<file path="src/rtl/rst_seq_pkg.sv">
// rst_seq_pkg: state encoding and phase-counter width helper for the reset sequencer
package rst_seq_pkg;
    typedef enum logic [2:0] {
        HOLD    = 3'd0,
        SETTLE  = 3'd1,
        RUN     = 3'd2,
        DONE    = 3'd3,
        TIMEOUT = 3'd4
    } state_t;

    function automatic int phase_w(input int h, input int s);
        int m;
        m = (h > s) ? h : s;
        m = (m > 2) ? m : 2;
        return $clog2(m);
    endfunction
endpackage

</file>
<file path="src/rtl/sat_counter.sv">
// sat_counter: up counter with synchronous clear and enable, saturating at all-ones
module sat_counter #(
    parameter int W = 8
) (
    input  logic         clk,
    input  logic         clr,
    input  logic         en,
    output logic [W-1:0] q
);
    always_ff @(posedge clk)
        q <= clr ? '0 : (en && !(&q)) ? q + 1'b1 : q;
endmodule

</file>
<file path="src/rtl/rst_seq.sv">
// rst_seq: stretches downstream reset, inserts a settle gap, then runs a watchdog-bounded window
module rst_seq
    import rst_seq_pkg::*;
#(
    parameter int HOLD_CYCLES    = 4,
    parameter int SETTLE_CYCLES  = 2,
    parameter int TIMEOUT_CYCLES = 100,
    parameter int CNT_W          = 32
) (
    input  logic             clk,
    input  logic             reset,
    input  logic             ext_rst_req,
    input  logic             done,
    output logic             rst_n_out,
    output logic             run,
    output logic             done_o,
    output logic             timeout,
    output logic [CNT_W-1:0] cycle_cnt,
    output logic [2:0]       state_o
);
    localparam int PW = phase_w(HOLD_CYCLES, SETTLE_CYCLES);

    state_t        state, nxt;
    logic [PW-1:0] phase;

    always_ff @(posedge clk) begin
        state     <= reset ? HOLD : nxt;
        rst_n_out <= !reset && (nxt inside {SETTLE, RUN, DONE});
        timeout   <= reset ? 1'b0 : timeout | (state == RUN && nxt == TIMEOUT);
    end

    always_comb begin
        nxt = state;
        case (state)
            HOLD:    if (phase == PW'(HOLD_CYCLES - 1)) nxt = (SETTLE_CYCLES == 0) ? RUN : SETTLE;
            SETTLE:  if (phase == PW'(SETTLE_CYCLES - 1)) nxt = RUN;
            RUN:     nxt = done ? DONE
                         : (TIMEOUT_CYCLES != 0 && cycle_cnt == CNT_W'(TIMEOUT_CYCLES - 1)) ? TIMEOUT
                         : RUN;
            default: nxt = state;
        endcase
        if (ext_rst_req) nxt = HOLD;
    end

    // phase restarts on every state change so each phase counts from zero
    sat_counter #(.W(PW)) u_phase (
        .clk (clk),
        .clr (reset || ext_rst_req || nxt != state),
        .en  (state inside {HOLD, SETTLE}),
        .q   (phase)
    );

    sat_counter #(.W(CNT_W)) u_cycles (
        .clk (clk),
        .clr (reset || ext_rst_req),
        .en  (state == RUN && !done),
        .q   (cycle_cnt)
    );

    assign run     = state == RUN;
    assign done_o  = state == DONE;
    assign state_o = state;
endmodule

</file>
<file path="config.mk">
export PLATFORM = sky130hd
export DESIGN_NAME = rst_seq
export DESIGN_NICKNAME = d
export VERILOG_FILES = /design/src/rtl/rst_seq_pkg.sv /design/src/rtl/sat_counter.sv /design/src/rtl/rst_seq.sv
export SDC_FILE = /design/constraint.sdc
export NUM_CORES = 1
export LEC_CHECK = 0
export BUFFER_PORTS_ARGS = -buffer_cell sky130_fd_sc_hd__buf_4
export CORE_UTILIZATION = 50
export CTS_CLUSTER_SIZE = 25
export DETAILED_ROUTE_END_ITERATION = 8
export PLACE_DENSITY = 0.79
export SLEW_MARGIN = 30
export SYNTH_ARGS = -nofsm -noshare
export SYNTH_HDL_FRONTEND = slang
export SYNTH_HIERARCHICAL = 1
export SYNTH_SLANG_ARGS = --single-unit
</file>
<file path="constraint.sdc">
create_clock -name clk -period 3.5 [get_ports clk]
set_clock_uncertainty 0.1 [all_clocks]
set_input_delay 0.175 -clock clk [delete_from_list [all_inputs] [get_ports clk]]
set_output_delay 0.175 -clock clk [all_outputs]
set_load 0.01 [all_outputs]
</file>
-- Word-level counts from Yosys, hierarchy flattened
Cells that the tools add are included.
- bits in latches: 0
- memories: 0
- bits in read-only memories: 0
- memory bits (writable): 0
- output and inout bits: 39
- input port bits: 4
- logic and storage cells: 41
- bits in registers: 39
- equality and inequality tests: 11
- multipliers: 0
- shift-type cells: 0
- add/sub/neg operators: 2
- div/mod/pow operators: 0
- reductions and logical operators: 16
- mux-type cells: 6
- order comparisons: 0
- bitwise gates (word level): 1
- operator list (cell ; count):
    $add A32 B1 Y32 const B ; 1
    $eq A32 B7 Y1 const B ; 1
    $reduce_and A32 Y1 ; 1
    $mux W3 ; 5
    $eq A3 B2 Y1 const B ; 4
    $pmux W3 S3 ; 1
    $eq A3 B1 Y1 const B ; 2
    $logic_and A1 B1 Y1 ; 5
    $logic_not A1 Y1 ; 4
    $eq A3 B3 Y1 const B ; 1
    $logic_not A3 Y1 ; 1
    $ne A3 B3 Y1 ; 1
    $reduce_bool A3 Y1 ; 1
    $add A2 B1 Y2 const B ; 1
    $eq A2 B1 Y1 const B ; 1
    $eq A2 B2 Y1 const B ; 1
    $logic_or A1 B1 Y1 ; 2
    $reduce_and A2 Y1 ; 1
    $reduce_bool A2 Y1 ; 1
    $or A1 B1 Y1 ; 1

-- Logic depth before layout (Yosys ltp)
- word-level depth: 8
- depth in mapped cells: 8
- mapped depth without buffers: 8

-- Cells and area by module
Netlist, hierarchy kept.
- by module, submodules not included (module ; area an instance (µm²) ; times used ; cells each):
    sat_counter at u_cycles ; 1721.7 ; 1 ; 191
    rst_seq ; 390.4 ; 1 ; 53
    sat_counter at u_phase ; 113.9 ; 1 ; 10

-- Least setup slack after synthesis
No wires, ideal clock.
- path type: flip-flop to flip-flop
- start: register state[1], in the netlist state_o[1]
- end: register u_cycles.q[26]
- stages on the path, launching flop included: 8
- data arrival time: 2310 ps
- path slack: 962 ps
- data required time: 3272 ps
- period minus slack after synthesis: 2538 ps
- path buffers: 0
- path through: dfxtp_1 > nand2_1 > nor3_1 > and4_4 > nand4_4 > a2111oi_4 > xnor2_1 > nor2_1
- word-level cells in the longest chain between the ends: 3
- ends and longest elaborated chain (item ; RTL line ; text):
    from (decl) ; rst_seq.sv:23 ; state_t state, nxt;
    from (signal assigned) ; rst_seq.sv:27 ; state <= reset ? HOLD : nxt;
    $eq A3 B2 Y1 ; rst_seq.sv:56 ; .en (state == RUN && !done),
    $logic_and A1 B1 Y1 ; rst_seq.sv:56 ;
    $logic_and A1 B1 Y1 ; sat_counter.sv:11 ; q <= clr ? '0 : (en && !(&q)) ? q + 1'b1 : q;
    to (signal assigned) ; sat_counter.sv:11 ;
    to (decl) ; sat_counter.sv:8 ; output logic [W-1:0] q
No other way between the ends.
A chain may end at the register's enable or synchronous reset.

-- Final worst setup path
Same ends and word-level chain as after synthesis.

==> flow_metrics.env <==
export IMPL_grt_pass1_wl_mm=8.58
export IMPL_utilization_pct=64.3
export IMPL_slowest_stage="dfxtp_1"
export IMPL_wl_met1_mm=2.54
export IMPL_maxUsedRoutingLayer="met4"
export IMPL_crit_family="simple AND/OR/NAND/NOR gates"
export IMPL_synth_area_per_cell_um2=8.76
export IMPL_first_pass_iters=5
export IMPL_mostFrequentLayoutCell="buf_4"
export IMPL_std_cell_rows=23
export IMPL_finalMaxSlewViolations=0
export IMPL_h_tree_depth=2
export IMPL_fin_tns_setup_ps=0
export IMPL_cts_sinks=39
export IMPL_syn_inst=254
export IMPL_hold_viol=0
export IMPL_wl_per_cell_um=15.0
export IMPL_max_cap_violations=0
export IMPL_layout_common_cells="44 x buf_4, 39 x dfxtp_1, 22 x a21oi_1"
export IMPL_core_um2=4140
export IMPL_post_cts_resized=0
export IMPL_cpPeakStageDelay_ps=490
export IMPL_seqPwrFrac_pct=57.2
export IMPL_num_vias=2098
export IMPL_worst_pin_slew_ps=572
export IMPL_met3_wirelength_um=261
export IMPL_required_ps=3560
export IMPL_synth_warnings=6
export IMPL_p_leak_nw=0.933
export IMPL_worstSetupEndpointType="flip-flop"
export IMPL_r2r_start="state_o[1]$_SDFF_PP0_"
export IMPL_p_int_mw=0.612
export IMPL_postCtsSetupBuffers=0
export IMPL_via_per_inst=6.06
export IMPL_switchingPower_mw=0.172
export IMPL_wl_met2_mm=2.36
export IMPL_clockRootBuffer="clkbuf_8"
export IMPL_die_h_um=68.7
export IMPL_powerDensity_nw_per_um2=294
export IMPL_initial_core_util_pct=53.7
export IMPL_ant_nets=0
export IMPL_critical_path_buf_inv_count=1
export IMPL_synthesis_area_um2=2230
export IMPL_setup_violations=0
export IMPL_area_growth_pct=19.7
export IMPL_clock_path_buffers=2
export IMPL_rsz0062_at_grt="no"
export IMPL_insertion_delay_ps=290
export IMPL_hold_end="rst_n_out$_DFF_P_"
export IMPL_grt_use_total_pct=24.3
export IMPL_drive_gt1_share_pct=25.0
export IMPL_period_needed_ps=2360
export IMPL_dp_hpwl_mm=3.69
export IMPL_p_clk_share_pct=39.3
export IMPL_grt_max_degree=34
export IMPL_share_comb_of_total_power_pct=3.6
export IMPL_synth_edf_count=0
export IMPL_max_freq_mhz=423
export IMPL_final_nets=302
export IMPL_cts_tree="built"
export IMPL_antenna_found_initial=0
export IMPL_chipWidth_um=68.7
export IMPL_synth_async_reset_ratio_pct=0
export IMPL_drt_initial_drc_count=152
export IMPL_crit_chain="nand2_1, nor3_1, buf_4, and4_4, nand4_4, a2111oi_4, xnor2_1, nor2_1"
export IMPL_crit_arrival_ps=2420
export IMPL_status="finished, final reports clean"
export IMPL_path_clk_slew_ps=80
export IMPL_io_pins=43
export IMPL_numCtsBuffers=5
export IMPL_grt_pass1_vias=1831
export IMPL_totalWireLength_mm=5.20
export IMPL_finalCritPeriodShare_pct=67.5
export IMPL_dieArea_um2=4720
export IMPL_ys_seq_elements=39
export IMPL_ys_types=58
export IMPL_ys_seq_area_share_pct=35.1
export IMPL_r2r_slack_ps=1140
export IMPL_crit_fanout=9
export IMPL_crit_type="reg2reg"
export IMPL_p_sw_share_pct=22.0
export IMPL_peakVddDrop_v=0.000188
export IMPL_holdCritPathClass="in2reg"
export IMPL_r2r_cells=8
export IMPL_grt_ovfl_total=0
export IMPL_r2r_end="u_cycles/q[26]$_SDFFE_PP0P_"
export IMPL_min_path_cells=3
export IMPL_synthFlopType="dfxtp_1"
export IMPL_slew_headroom_pct=61.8
export IMPL_min_from="ext_rst_req"
export IMPL_drcViolationCount=0
export IMPL_port_buffers=42
export IMPL_total_power_mw=0.784
export IMPL_syn_nets=260
export IMPL_n_antenna_cell=0
export IMPL_ctsHoldBuffers=1
export IMPL_start_kind="flip-flop"
export IMPL_gp_congestion=0.817
tightest hold or removal path, cell delays in order:
cell and delay, ps:
buf_4 100, o2bb2ai_1 70, a21oi_2 110
area by class of cell:
type / instances / area [um2]
Tap cell: 50 / 62.6
Sequential cell: 39 / 781
Clock inverter: 1 / 5.00
Clock buffer: 6 / 82.6
Inverter: 8 / 30.0
Fill cell: 373 / 1480
Timing Repair Buffer: 45 / 340
Multi-Input combinational cell: 197 / 1360
how the worst max path moves through the flow:
stage,startpoint,to,slack [ps],depth (start not counted)
floorplan,state_o[1]$_SDFF_PP0_,u_cycles/q[26]$_SDFFE_PP0P_,960,7
global placement,state_o[1]$_SDFF_PP0_,u_cycles/q[26]$_SDFFE_PP0P_,1230,8
detailed placement,state_o[1]$_SDFF_PP0_,u_cycles/q[26]$_SDFFE_PP0P_,1170,8
CTS,state_o[1]$_SDFF_PP0_,u_cycles/q[26]$_SDFFE_PP0P_,1140,8
global route,state_o[1]$_SDFF_PP0_,u_cycles/q[26]$_SDFFE_PP0P_,970,8
finish,state_o[1]$_SDFF_PP0_,u_cycles/q[26]$_SDFFE_PP0P_,1140,8
cells in the mapped netlist (2+ instances only):
master	count	area (um2)
a211oi_1	5	37.5
xnor2_1	9	78.8
nor4_1	6	37.5
buf_2	4	20.0
o21ai_0	8	40.0
o31ai_1	4	30.0
nand2_1	13	48.8
dfxtp_1	39	781
a21oi_1	22	110
clkbuf_1	4	15.0
or4_1	2	15.0
and4_1	7	61.3
and3_1	4	25.0
nor4b_1	2	17.5
nand3_1	12	60.1
nor4b_2	2	30.0
o21ai_1	11	55.1
or3_1	16	100
and2_1	3	18.8
nor3_1	5	25.0
nand4_4	2	42.5
nor2_1	21	78.8
buf_6	2	22.5
xor2_1	4	35.0
ha_1	2	25.0
nand4_1	7	43.8
inv_1	7	26.3
state kept, by name, indices dropped and copies added, names as in the netlist:
| register | flops |
|---|---|
| u_phase/q | 2 |
| u_cycles/q | 32 |
| state_o | 3 |
| timeout | 1 |
| rst_n_out | 1 |
stage by stage:
stage / cells / setup WS, ps / hold slack, ps / area, um2
5_1_grt: 346 / 971 / 128 / 2660
4_1_cts: 346 / 1140 / 93.3 / 2660
2_1_floorplan: 254 / 962 / 147 / 2230
3_5_place_dp: 338 / 1170 / 280 / 2570
3_3_place_gp: 338 / 1230 / 275 / 2570
6_report: 346 / 1140 / 99.8 / 2660
power by group through the flow:
stage	sequential (mW)	clock, mW	combinational (mW)
final	0.448	0.308	0.0280
after global placement	0.458	0	0.0263
after CTS	0.448	0.316	0.0278
after floorplan	0.458	0	0.0174
after global routing	0.448	0.334	0.0315
after detailed placement	0.458	0	0.0270
logic make-up (layout without fill, tap and decap cells):
group | Yosys count | in the layout | share of synthesized area (%)
xor+xnor | 13 | 13 | 5.12
simple gates | 117 | 117 | 33.4
flops | 39 | 39 | 35.1
mux | 1 | 1 | 0.674
compound gates | 64 | 64 | 20.6
fa+ha+maj | 2 | 2 | 1.12
buf+inv | 18 | 60 | 3.93
routing by layer:
| metal | GRT usage [%] | vias to the layer above |
|---|---|---|
| li1 | - | 1039 |
| met1 | 33.6 | 999 |
| met2 | 36.9 | 58 |
| met3 | 5.59 | 2 |
| met4 | 8.67 | 0 |
| met5 | 0 | - |
Power figures use the tool's default switching activity.
